## config.mk

```make
export PLATFORM = sky130hd
export DESIGN_NAME = f_npc
export DESIGN_NICKNAME = d
export VERILOG_FILES = /design/src/rtl/f_npc.sv
export SDC_FILE = /design/constraint.sdc
export NUM_CORES = 1
export LEC_CHECK = 0
export ABC_AREA = 1
export BUFFER_PORTS_ARGS = -buffer_cell sky130_fd_sc_hd__buf_2
export CAP_MARGIN = 40
export CELL_PAD_IN_SITES_DETAIL_PLACEMENT = 1
export CELL_PAD_IN_SITES_GLOBAL_PLACEMENT = 1
export CORE_MARGIN = 1
export CORE_UTILIZATION = 25
export CTS_CLUSTER_DIAMETER = 100
export DETAILED_ROUTE_END_ITERATION = 7
export PLACE_DENSITY_LB_ADDON = 0.1
export SKIP_CTS_REPAIR_TIMING = 1
export SYNTH_ARGS = -nofsm -noshare
export SYNTH_HDL_FRONTEND = slang
export SYNTH_SLANG_ARGS = --single-unit
export TNS_END_PERCENT = 30
```

## constraint.sdc

```tcl
create_clock -name clk -period 3.01 [get_ports clk]
set_clock_uncertainty 0.1 [all_clocks]
set_input_delay 0.4515 -clock clk [delete_from_list [all_inputs] [get_ports clk]]
set_output_delay 0.4515 -clock clk [all_outputs]
set_load 0.01 [all_outputs]
```

## src/rtl/f_npc.sv

```systemverilog
// f_npc: fetch-stage next-PC unit.
// Selects the next fetch PC from exception vector, register jump, immediate
// jump, taken branch or sequential increment, tracks a deferred exception
// while the pipeline is stalled, and counts resolved and taken branches.
// Optional feature: define BRANCH_LIKELY_EN to enable delay-slot nullify
// for not-taken likely branches; otherwise nullify is tied low.
module f_npc (
    input  logic        clk,
    input  logic        reset,
    input  logic        stall,
    input  logic        d_valid,
    input  logic [31:0] d_pc,
    input  logic [2:0]  br_type,
    input  logic [1:0]  acmpb,
    input  logic [1:0]  acmp0,
    input  logic [15:0] imm16,
    input  logic        jmp_imm,
    input  logic [25:0] jmp_idx,
    input  logic        jmp_reg,
    input  logic [31:0] rs_val,
    input  logic        exc_req,
    input  logic        br_likely,
    output logic [31:0] f_pc,
    output logic        redirect,
    output logic        exc_pend,
    output logic        nullify,
    output logic [31:0] br_cnt,
    output logic [31:0] taken_cnt
);

    localparam logic [31:0] RESET_PC = 32'h0000_3000;
    localparam logic [31:0] EXC_VEC  = 32'h0000_4180;
    localparam logic [31:0] CNT_MAX  = 32'hFFFF_FFFF;

    localparam logic [2:0] BR_BEQ  = 3'b001;
    localparam logic [2:0] BR_BNE  = 3'b010;
    localparam logic [2:0] BR_BLEZ = 3'b011;
    localparam logic [2:0] BR_BGTZ = 3'b100;
    localparam logic [2:0] BR_BLTZ = 3'b101;
    localparam logic [2:0] BR_BGEZ = 3'b110;

    localparam logic [1:0] CMP_EQ = 2'b00;
    localparam logic [1:0] CMP_GT = 2'b01;
    localparam logic [1:0] CMP_LT = 2'b10;

    typedef enum logic {
        RUN      = 1'b0,
        EXC_PEND = 1'b1
    } state_t;

    state_t      state;

    logic        update;
    logic        exc_take;
    logic        is_branch;
    logic        br_taken;
    logic [31:0] pc_plus4;
    logic [31:0] dpc_plus4;
    logic [31:0] br_offset;
    logic [31:0] br_target;
    logic [31:0] jimm_target;
    logic [31:0] jreg_target;
    logic [31:0] next_pc;
    logic        next_nonseq;
    logic        count_br;
    logic        count_taken;
    logic        unused_bits;

    assign update = !stall;

    // A queued exception always wins the first free cycle; otherwise a fresh request does.
    assign exc_take = update && ((state == EXC_PEND) || exc_req);

    assign is_branch = d_valid && (br_type != 3'b000) && (br_type != 3'b111);

    // Branch condition decode; compare code 11 never matches any accepted set.
    always_comb begin
        br_taken = 1'b0;
        case (br_type)
            BR_BEQ:  br_taken = (acmpb == CMP_EQ);
            BR_BNE:  br_taken = (acmpb == CMP_GT) || (acmpb == CMP_LT);
            BR_BLEZ: br_taken = (acmp0 == CMP_EQ) || (acmp0 == CMP_LT);
            BR_BGTZ: br_taken = (acmp0 == CMP_GT);
            BR_BLTZ: br_taken = (acmp0 == CMP_LT);
            BR_BGEZ: br_taken = (acmp0 == CMP_EQ) || (acmp0 == CMP_GT);
            default: br_taken = 1'b0;
        endcase
    end

    assign pc_plus4    = f_pc + 32'd4;
    assign dpc_plus4   = d_pc + 32'd4;
    assign br_offset   = {{14{imm16[15]}}, imm16, 2'b00};
    assign br_target   = dpc_plus4 + br_offset;
    assign jimm_target = {dpc_plus4[31:28], jmp_idx, 2'b00};
    assign jreg_target = {rs_val[31:2], 2'b00};

    assign unused_bits = ^rs_val[1:0];

    // Next-PC priority mux: exception, register jump, immediate jump, taken branch, sequential.
    always_comb begin
        next_pc     = pc_plus4;
        next_nonseq = 1'b0;
        if (exc_take) begin
            next_pc     = EXC_VEC;
            next_nonseq = 1'b1;
        end else if (d_valid && jmp_reg) begin
            next_pc     = jreg_target;
            next_nonseq = 1'b1;
        end else if (d_valid && jmp_imm) begin
            next_pc     = jimm_target;
            next_nonseq = 1'b1;
        end else if (is_branch && br_taken) begin
            next_pc     = br_target;
            next_nonseq = 1'b1;
        end
    end

    assign count_br    = update && !exc_take && is_branch;
    assign count_taken = count_br && br_taken;

    // Fetch PC register plus the one-cycle redirect pulse following any non-sequential load.
    always_ff @(posedge clk or posedge reset) begin
        if (reset) begin
            f_pc     <= RESET_PC;
            redirect <= 1'b0;
        end else begin
            redirect <= update && next_nonseq;
            if (update) begin
                f_pc <= next_pc;
            end
        end
    end

    // Saturating resolved-branch and taken-branch counters.
    always_ff @(posedge clk or posedge reset) begin
        if (reset) begin
            br_cnt    <= 32'd0;
            taken_cnt <= 32'd0;
        end else begin
            if (count_br && (br_cnt != CNT_MAX)) begin
                br_cnt <= br_cnt + 32'd1;
            end
            if (count_taken && (taken_cnt != CNT_MAX)) begin
                taken_cnt <= taken_cnt + 32'd1;
            end
        end
    end

    // Exception FSM: park a request that arrives during a stall until the pipeline frees up.
    always_ff @(posedge clk or posedge reset) begin
        if (reset) begin
            state    <= RUN;
            exc_pend <= 1'b0;
        end else begin
            case (state)
                RUN: begin
                    if (exc_req && stall) begin
                        state    <= EXC_PEND;
                        exc_pend <= 1'b1;
                    end
                end
                EXC_PEND: begin
                    if (!stall) begin
                        state    <= RUN;
                        exc_pend <= 1'b0;
                    end
                end
                default: begin
                    state    <= RUN;
                    exc_pend <= 1'b0;
                end
            endcase
        end
    end

`ifdef BRANCH_LIKELY_EN
    // Kill the delay slot for one cycle after a not-taken likely branch resolves.
    always_ff @(posedge clk or posedge reset) begin
        if (reset) begin
            nullify <= 1'b0;
        end else begin
            nullify <= update && !exc_take && is_branch && !br_taken && br_likely;
        end
    end
`else
    logic unused_likely;

    assign unused_likely = br_likely;
    assign nullify       = 1'b0;
`endif

endmodule

```

==> results of run 1 <==
==> cell usage in the layout (no fill, tap or decap), types with 23 or more instances in the layout <==
cell type	instances
sky130_fd_sc_hd__buf_2	205
sky130_fd_sc_hd__nor3_1	32
sky130_fd_sc_hd__inv_1	200
sky130_fd_sc_hd__xor2_1	66
sky130_fd_sc_hd__o21ai_0	40
sky130_fd_sc_hd__nand4_1	30
sky130_fd_sc_hd__buf_4	156
sky130_fd_sc_hd__nand2_2	29
sky130_fd_sc_hd__nand2_1	466
sky130_fd_sc_hd__xnor2_1	29
sky130_fd_sc_hd__dfrtp_1	97
sky130_fd_sc_hd__ha_1	28
sky130_fd_sc_hd__nor2_1	173
sky130_fd_sc_hd__a21oi_1	40
sky130_fd_sc_hd__nand3_1	100
sky130_fd_sc_hd__nor2_2	23
==> worst max path at each step <==
stage / to / depth (start not counted) / slack [ps] / start
floorplan: f_pc[30]$_DFFE_PP0N_ / 22 / 70 / d_pc[2]
global placement: f_pc[19]$_DFFE_PP0N_ / 19 / -520 / d_pc[12]
detailed placement: f_pc[27]$_DFFE_PP0N_ / 22 / -500 / d_pc[2]
CTS: f_pc[27]$_DFFE_PP0N_ / 22 / -80 / d_pc[2]
global route: f_pc[27]$_DFFE_PP0N_ / 21 / -90 / d_pc[3]
finish: f_pc[27]$_DFFE_PP0N_ / 22 / 140 / d_pc[3]
==> final cells by class <==
type	instances	share of cell area [%]
multi-input cells	1192	50.0
flip-flops and latches	99	18.9
repair buffers	373	18.0
inverters	207	5.95
well taps	504	4.79
clock buffers	9	1.71
clock inverters	7	0.694
diodes	1	0.0190
==> state kept, by name, indices dropped and copies added, names as in the netlist <==
name       count
exc_pend       1
taken_cnt     32
br_cnt        32
state          1
f_pc          32
redirect       1
==> cells in the mapped netlist <==
master                      instances
sky130_fd_sc_hd__a21boi_2           1
sky130_fd_sc_hd__a21o_1             3
sky130_fd_sc_hd__a21oi_1           47
sky130_fd_sc_hd__a22oi_1            2
sky130_fd_sc_hd__a31oi_1            5
sky130_fd_sc_hd__and2_1             6
sky130_fd_sc_hd__buf_1              1
sky130_fd_sc_hd__buf_2             12
sky130_fd_sc_hd__buf_4              1
sky130_fd_sc_hd__buf_6              1
sky130_fd_sc_hd__clkbuf_1          13
sky130_fd_sc_hd__conb_1             1
sky130_fd_sc_hd__dfrtp_1           97
sky130_fd_sc_hd__dfstp_2            2
sky130_fd_sc_hd__fa_1               1
sky130_fd_sc_hd__ha_1              39
sky130_fd_sc_hd__inv_1            206
sky130_fd_sc_hd__inv_2              1
sky130_fd_sc_hd__nand2_1          494
sky130_fd_sc_hd__nand2_2            6
sky130_fd_sc_hd__nand2_4            1
sky130_fd_sc_hd__nand3_1          110
sky130_fd_sc_hd__nand3_2            2
sky130_fd_sc_hd__nand3b_1           4
sky130_fd_sc_hd__nand4_1           30
sky130_fd_sc_hd__nand4_2            1
sky130_fd_sc_hd__nor2_1           199
sky130_fd_sc_hd__nor2_2             8
sky130_fd_sc_hd__nor2_4             7
sky130_fd_sc_hd__nor3_1            39
sky130_fd_sc_hd__nor3_2             3
sky130_fd_sc_hd__nor3_4             3
sky130_fd_sc_hd__nor4_1            14
sky130_fd_sc_hd__o211ai_1           4
sky130_fd_sc_hd__o21ai_0           45
sky130_fd_sc_hd__o21ai_1            3
sky130_fd_sc_hd__o21bai_1           5
sky130_fd_sc_hd__o22ai_1            2
sky130_fd_sc_hd__o2bb2ai_1          1
sky130_fd_sc_hd__o31ai_1            3
sky130_fd_sc_hd__or2_2              5
sky130_fd_sc_hd__or2_4              1
sky130_fd_sc_hd__xnor2_1           30
sky130_fd_sc_hd__xor2_1            67
==> power groups by stage <==
stage | clock network [mW] | logic, mW | registers, mW
CTS | 1.31 | 1.49 | 1.58
global placement | 0 | 1.47 | 1.60
global route | 1.35 | 1.78 | 1.60
floorplan | 0 | 0.735 | 1.62
finish | 1.26 | 1.58 | 1.57
detailed placement | 0 | 1.49 | 1.60
==> per-layer routing <==
layer,GRT usage [%],vias to the layer above,share of wire (%)
met1,24.6,5204,45
met2,36.0,142,51
li1,-,5521,-
met4,4.57,0,1.6
met5,0,-,0
met3,2.30,31,2.5
==> logic make-up after synthesis <==
family                     count (synthesis)
DFF                                       99
AOI/OAI and AO/OA                        121
other                                      1
adders and majority gates                 40
xor gates and xnor gates                  97
buffers and inverters                    235
and+or+nand+nor                          933
==> worst max-delay path: stages <==
cell and delay, ps:
sky130_fd_sc_hd__buf_6 90, sky130_fd_sc_hd__nand3_4 90, sky130_fd_sc_hd__nor2_4 140, sky130_fd_sc_hd__nand2_2 90
sky130_fd_sc_hd__nor2_4 140, sky130_fd_sc_hd__nand2_2 100, sky130_fd_sc_hd__nor4_4 330, sky130_fd_sc_hd__xnor2_1 150
sky130_fd_sc_hd__inv_1 90, sky130_fd_sc_hd__ha_4 310, sky130_fd_sc_hd__nand2_4 80, sky130_fd_sc_hd__nor2_4 120
sky130_fd_sc_hd__nand2_2 80, sky130_fd_sc_hd__nor4_4 300, sky130_fd_sc_hd__nand2_1 130, sky130_fd_sc_hd__nand2_1 70
sky130_fd_sc_hd__nand2_1 60, sky130_fd_sc_hd__nand3_2 80, sky130_fd_sc_hd__nand2_1 50, sky130_fd_sc_hd__nand2_1 50
sky130_fd_sc_hd__nand2_1 50, sky130_fd_sc_hd__nand2_1 50
==> per-stage QoR <==
step	area, sq um	std cells
finish	13200	2392
global route	13200	2391
CTS	12500	2383
detailed placement	12200	2367
global placement	12200	2367
floorplan	9440	1526
==> results list, run 1 <==
* Placed wire-length estimate: 31.1 mm
- Power density relative to cell area: 336 nW/um^2
- Core Region: 36900 sq um
- Clock-pin slew was measured on the worst setup and hold paths at 80 ps.
- Simple logic cell fraction of the synthesized area: 42.6%
* Die boundary height: 196 um
* Min cycle time layout: 2870 ps
- Clock root buffer: sky130_fd_sc_hd__clkbuf_16
* Row count: 70
* Endpoint class of the critical path: flop
* Fillers: 4832
- Setup violations remaining at the end of the flow were counted as 0.
- Derived from the worst setup path, the maximum achievable clock frequency is 0.349 GHz.
* Count of unresolved DRC violations after routing: 0
- Headroom to the max-slew limit came out at 52.4%.
* Kind of start point of the critical path: primary input
- Leading post-synthesis cells by cell area: sky130_fd_sc_hd__dfrtp_1, sky130_fd_sc_hd__nand2_1, sky130_fd_sc_hd__inv_1
* Post-synthesis register bit count: 99
- Share of the clock period used by the worst path: 95.3%
* Part of the total power dissipated in sequential elements: 35.7%
- Per report_power, the clock group accounts for 28.5% of the total.
- TritonCTS clock tree: yes
- Port buffer count: 215
- Via total after detailed routing: 10.9k
- Sequential share of the synthesized area: 26.3%
- Prior to clock tree synthesis, the placed netlist has a worst setup slack of -498 ps.
- After Yosys synthesis, XOR and XNOR cells account for 9.00% of the synthesized area.
- Initial cell density of the core: 25.6%
- The via count of the first global-routing pass was 11.2k.
- Setup repair after global routing could not meet its margin everywhere.
* Number of nets produced by synthesis: 1687
- The longest clock path from root to sink contains 2 buffers.
- Hold Worst Slack: 49.4 ps
- Once routing completed, OpenROAD measured the worst setup slack at 142 ps.
- The first routing iteration left 424 violations.
* Share of synthesized area spent on multiplexers: 0%
- The internal power of the cells totals 2.71 mW.
- Dividing the synthesized area by the synthesized cell count gives 6.18 sq um.
- NumNets Final: 2043
- Net switching is 38.6% of the power.
- Yosys Warn Count: 0
- Using the TritonRoute via totals, the vias-per-cell ratio works out to 4.56.
* Antenna violations before repair: 0
* Synthesis-to-layout area growth: 39.4%
- Final global-route overflow total: 0
- Highest ir drop seen on vdd: 0.260 mV
- The largest total area in the synthesized netlist belongs to sky130_fd_sc_hd__dfrtp_1.
- Switching power of the nets: 1.70 mW
* Core utilization of the finished layout: 35.7%
- Adder and majority gate portion of the synthesized area: 5.38%
* Critical Path AT: 3090 ps
- Of all nets on the critical path, the largest fanout is 4.
- Portion of synthesized cell area occupied by the leading cell type: 25.7%
- Setup slack of the worst register-to-register path: 580 ps
* Hold WC Path Type: in -> async
- By area, the combinational part of the netlist is dominated by simple AND/OR/NAND/NOR gates.
- Leakage: 6.82 nW
- Layout cells sized above 1: 28.3%
- Synthesis instantiated 44 different standard cells from the library.
- Class of the most critical setup path: in -> reg
* Number of nets with antenna violations after routing: 0
- The die covers 38500 sq um.
- Cell area after technology mapping: 9440 sq um
* Overall routing resource usage: 19.8%
- In this run the critical register-to-register path is captured at br_cnt[27]$_DFFE_PP0P_.
* Routability congestion estimate: 0.898
- Worst reg2reg path startpoint: br_cnt[0]$_DFFE_PP0P_
* Largest net degree at the start of global routing: 65
- For the pin with the worst max-slew slack, the measured transition is 707 ps.
- Comb pwr share: 35.8%
- Sequential cell area in the final layout: 2480 sq um
* Depth of the worst register-to-register path: 11
- First-pass iteration count of the detailed router: 4
* Total area of multi-input combinational cells: 6570 sq um
* Number of levels in the clock H-tree: 3
- Worst EP required: 3230 ps
* Max Transition Viols Final: 0
- The clock net in this run drives a total of 99 sinks.
- Die extent in x: 196 um
* Post-synthesis cell count: 1526
* Complex-gate fraction of the synthesized area: 7.07%
- The total count of hold-check failures in the final report was 0.
- Number of buffers created by CTS: 9
- After detailed routing, the average wire length per cell comes to 16.0 um.
- The run finished with clean final reports.
- Across the run, the number of max-cap violations was 0.
* Clock latency at the later pin of the worst-skew pair: 380 ps
- First-pass GRT wire length: 59.6 mm
- Setup TNS: 0 ps
- After layout, the design draws a total of 4.41 mW.
- 220 I/O pins were placed.
* Routed WL: 38.3 mm
No activity file was read; power rests on OpenSTA's default activity.
==> inputs of run 2 (changes only) <==
BUFFER_PORTS_ARGS = default   (was -buffer_cell sky130_fd_sc_hd__buf_2)
DONT_BUFFER_PORTS = 1   (was default)
==> run 2 against run 1 <==
Effect of this change:
- cell count down 11%
- largest cell class unchanged
- clock-buffer cell count did not move
- largest power group is now registers
- via count down 9.6%
- flip-flop and latch count unchanged
- utilization shrank 5.0 points
- total power is 9.1% lower
- sequential share of layout area is 3.1 points higher
- critical endpoint is now f_pc[20]$_DFFE_PP0N_
- register-to-register slack got worse by 50 ps
==> results list, run 2 (synthesis results as in run 1) <==
- Final global-route overflow total: 0 (unchanged)
* Highest attainable clock frequency: 0.353 GHz (+1.2%)
* First-pass iteration count of the detailed router: 4 (unchanged)
* Met1 track utilization from global routing: 22.9% (-1.7 points)
* Placed wire-length estimate: 30.7 mm (-1.4%)
* Count of final setup violators: 0 (unchanged)
* Finished layout cell area: 11300 sq um (-14%)
* Switching power of the nets: 1.53 mW (-10%)
- Max Transition Viols Final: 0 (unchanged)
- The die outline area is 38500 sq um (unchanged).
* Largest net degree at the start of global routing: 55 (-15%)
- GRT met2 Usage: 35.8% (-0.24 points)
- Least-Margin Pin Slew: 635 ps (-72.3 ps)
- Class of the most critical setup path: in -> reg
* Registers with the highest flip-flop counts: br_cnt (32), f_pc (32), taken_cnt (32)
* Hold WC Path Type: in -> reg
* Num ports: 220 (unchanged)
* Highest ir drop seen on vdd: 0.240 mV (-7.6%)
- Walking the worst path, the cells encountered are nand2_1 -> nor2_2 -> nand2_2 -> nor2_4 -> buf_4 -> nand2_1 -> buf_4 -> xor2_1 -> inv_1 -> ha_1 -> nand2_1 -> nor2_1 -> inv_1 -> o21ai_0 -> inv_1 -> nand2_1 -> nand2_1 -> nand3_1 -> nand2_1 -> nand2_1 -> nand2_1 -> nand2_1 -> nand2_1.
- The number of rows created at floorplan was 70 (unchanged).
- The minimum clock period is 2830 ps (-33.7 ps).
- Number of nets with antenna violations after routing: 0 (unchanged)
- TritonCTS clock tree: yes
- Worst EP required: 3180 ps (-50 ps)
- The clock transition at the registers of the reported paths came to 70 ps (about the same).
* Overall routing resource usage: 19.5% (-0.29 points)
- Layout cells sized above 1: 12.9% (-15 points)
- The first-pass GRT wire length is 58.0 mm (-2.7%).
- Critical Path AT: 3000 ps (-90 ps)
* Antenna violations before repair: 4 (+4)
- Cell-internal power: 2.48 mW (-8.4%)
- Most used cells in the layout excluding fill and tap cells: sky130_fd_sc_hd__nand2_1, sky130_fd_sc_hd__inv_1, sky130_fd_sc_hd__nor2_1, sky130_fd_sc_hd__buf_4, sky130_fd_sc_hd__nand3_1
- The power per unit of standard cell area is 355 nW/um^2 (+5.8%).
* Number of levels in the clock H-tree: 3 (unchanged)
- Crit path max-delay family: simple AND/OR/NAND/NOR gates
* Clock power frac: 29.6% (+1.1 points)
* Unrepaired setup endpoints after global routing: true
- The via density per instance is 4.62 (+1.3%).
* Part of the total power dissipated in sequential elements: 40.8% (+5.1 points)
- The maximum fanout encountered on the critical timing path came to 4 (unchanged).
- The number of antenna repair diodes came to 0 (-1).
- Drt wl/cell: 17.3 um (+8.0%)
* Die extent in x: 196 um (unchanged)
* Routability congestion estimate: 0.838 (-6.6%)
- Initial cell density of the core: 25.6% (unchanged)
- Sinks on Clock Net: 99 (unchanged)
* Number of buffers created by CTS: 9 (unchanged)
- Post-Place Cells: 2116 (-11%)
- CTS Buffer Depth: 2 (unchanged)
- Slowest library cell on the worst path: sky130_fd_sc_hd__ha_1
- In this run the most used layer during global routing was met2.
* NumNets Final: 1785 (-13%)
- Routed WL: 36.8 mm (-3.7%)
- The global-route track usage on met3 came to 4.18% (+1.9 points).
* Port buffer count: 0 (-100%)
- Share of the clock period used by the worst path: 94.2% (-1.1 points)
- Kind of start point of the critical path: primary input
- Slowest cell delay on critical path: 360 ps (+30 ps)
- Core Region: 36900 sq um (unchanged)
* Endpoint class of the critical path: flop
* Non-filler instance count after layout: 2133 (-11%)
* Most common cell after layout, fill and taps aside: sky130_fd_sc_hd__nand2_1
* Most frequent CP cell: sky130_fd_sc_hd__nand2_1
* Switching share of power: 38.1% (-0.51 points)
- The area growth from synthesis to layout is 19.8%.
- The flow ran to the end, and the final reports show no timing, DRC or antenna violations.
- Crit path buffers/inverters: 5 (+3)
- The clock latency reported for the late side of the worst-skew pair was 380 ps (about the same).
* Vias in the first global route: 10.2k (-8.3%)
- The worst max-slew margin expressed relative to the limit is 57.6% (+5.2 points).
* Count of unresolved DRC violations after routing: 0 (unchanged)
- Leakage: 5.55 nW (-19%)
- The count of routing violations after the opening detailed-route iteration was 313 (-26%).
- Placed standard-cell area: 10800 sq um (-11%)
- Hold violation total from the final report: 0 (unchanged)
- The root buffer cell chosen for the clock tree is sky130_fd_sc_hd__clkbuf_16.
* Setup slack of the worst register-to-register path: 530 ps (-50 ps)
* Max Cap Violations: 0 (unchanged)
- The fraction of power consumed by combinational cells is 29.6% (-6.2 points).
* Via total after detailed routing: 9847 (-9.6%)
* Die boundary height: 196 um (unchanged)
-- run 2: cell count changes in the layout (fill, tap and decap cells not counted), sizes merged --
cell	previous run	this run
dlygate4sd3	0	1
buf	373	114
diode	1	0
-- run 2: power by group through the flow --
stage	registers, mW	logic (mW)	clock network (mW)
6_report	1.64	1.19	1.19
2_1_floorplan	1.62	0.735	0
3_5_place_dp	1.67	1.18	0
5_1_grt	1.66	1.37	1.28
4_1_cts	1.65	1.19	1.26
3_3_place_gp	1.67	1.17	0
-- run 2: final cells by class --
type / count / area, sq um
fillers: 4724 / 25600
well taps: 504 / 631
inverters: 207 / 781
clock inverters: 7 / 56.3
flip-flops and latches: 99 / 2480
multi-input cells: 1192 / 6240
clock buffers: 9 / 225
repair buffers: 115 / 891
-- run 2: metal layers --
metal	vias to the layer above	share of wire (%)
li1	5005	-
met1	4664	44
met2	139	51
met3	31	4.0
met4	8	1.6
met5	-	0.14
-- run 2: path summary, 6_finish.rpt --
check | from | to | cells after the start
worst min register to register | state$_DFF_PP0_ | exc_pend$_DFFE_PP0P_ | 1
worst max-delay path | d_pc[7] | f_pc[20]$_DFFE_PP0N_ | 23
min in group asynchronous | reset | f_pc[1]$_DFFE_PP0P_ | 2
worst min-delay path | stall | f_pc[13]$_DFFE_PP1N_ | 2
worst max register to register | f_pc[3]$_DFFE_PP0N_ | f_pc[30]$_DFFE_PP0N_ | 14
max in group asynchronous | reset | f_pc[12]$_DFFE_PP1N_ | 3
-- run 2: stage by stage --
stage | hold slack, ps | utilization (%) | TNS [ps] | total power [mW] | setup WS, ps
after global placement | 343 | 29.3 | -5420 | 2.84 | -417
after global routing | 65.8 | 30.7 | -185 | 4.31 | -46.6
after CTS | -88.3 | 30.1 | -2.66 | 4.09 | -2.66
after detailed placement | 339 | 29.3 | -6010 | 2.86 | -417
final | 77.2 | 30.7 | 0 | 4.01 | 175
after floorplan | 386 | - | 0 | 2.35 | 69.9
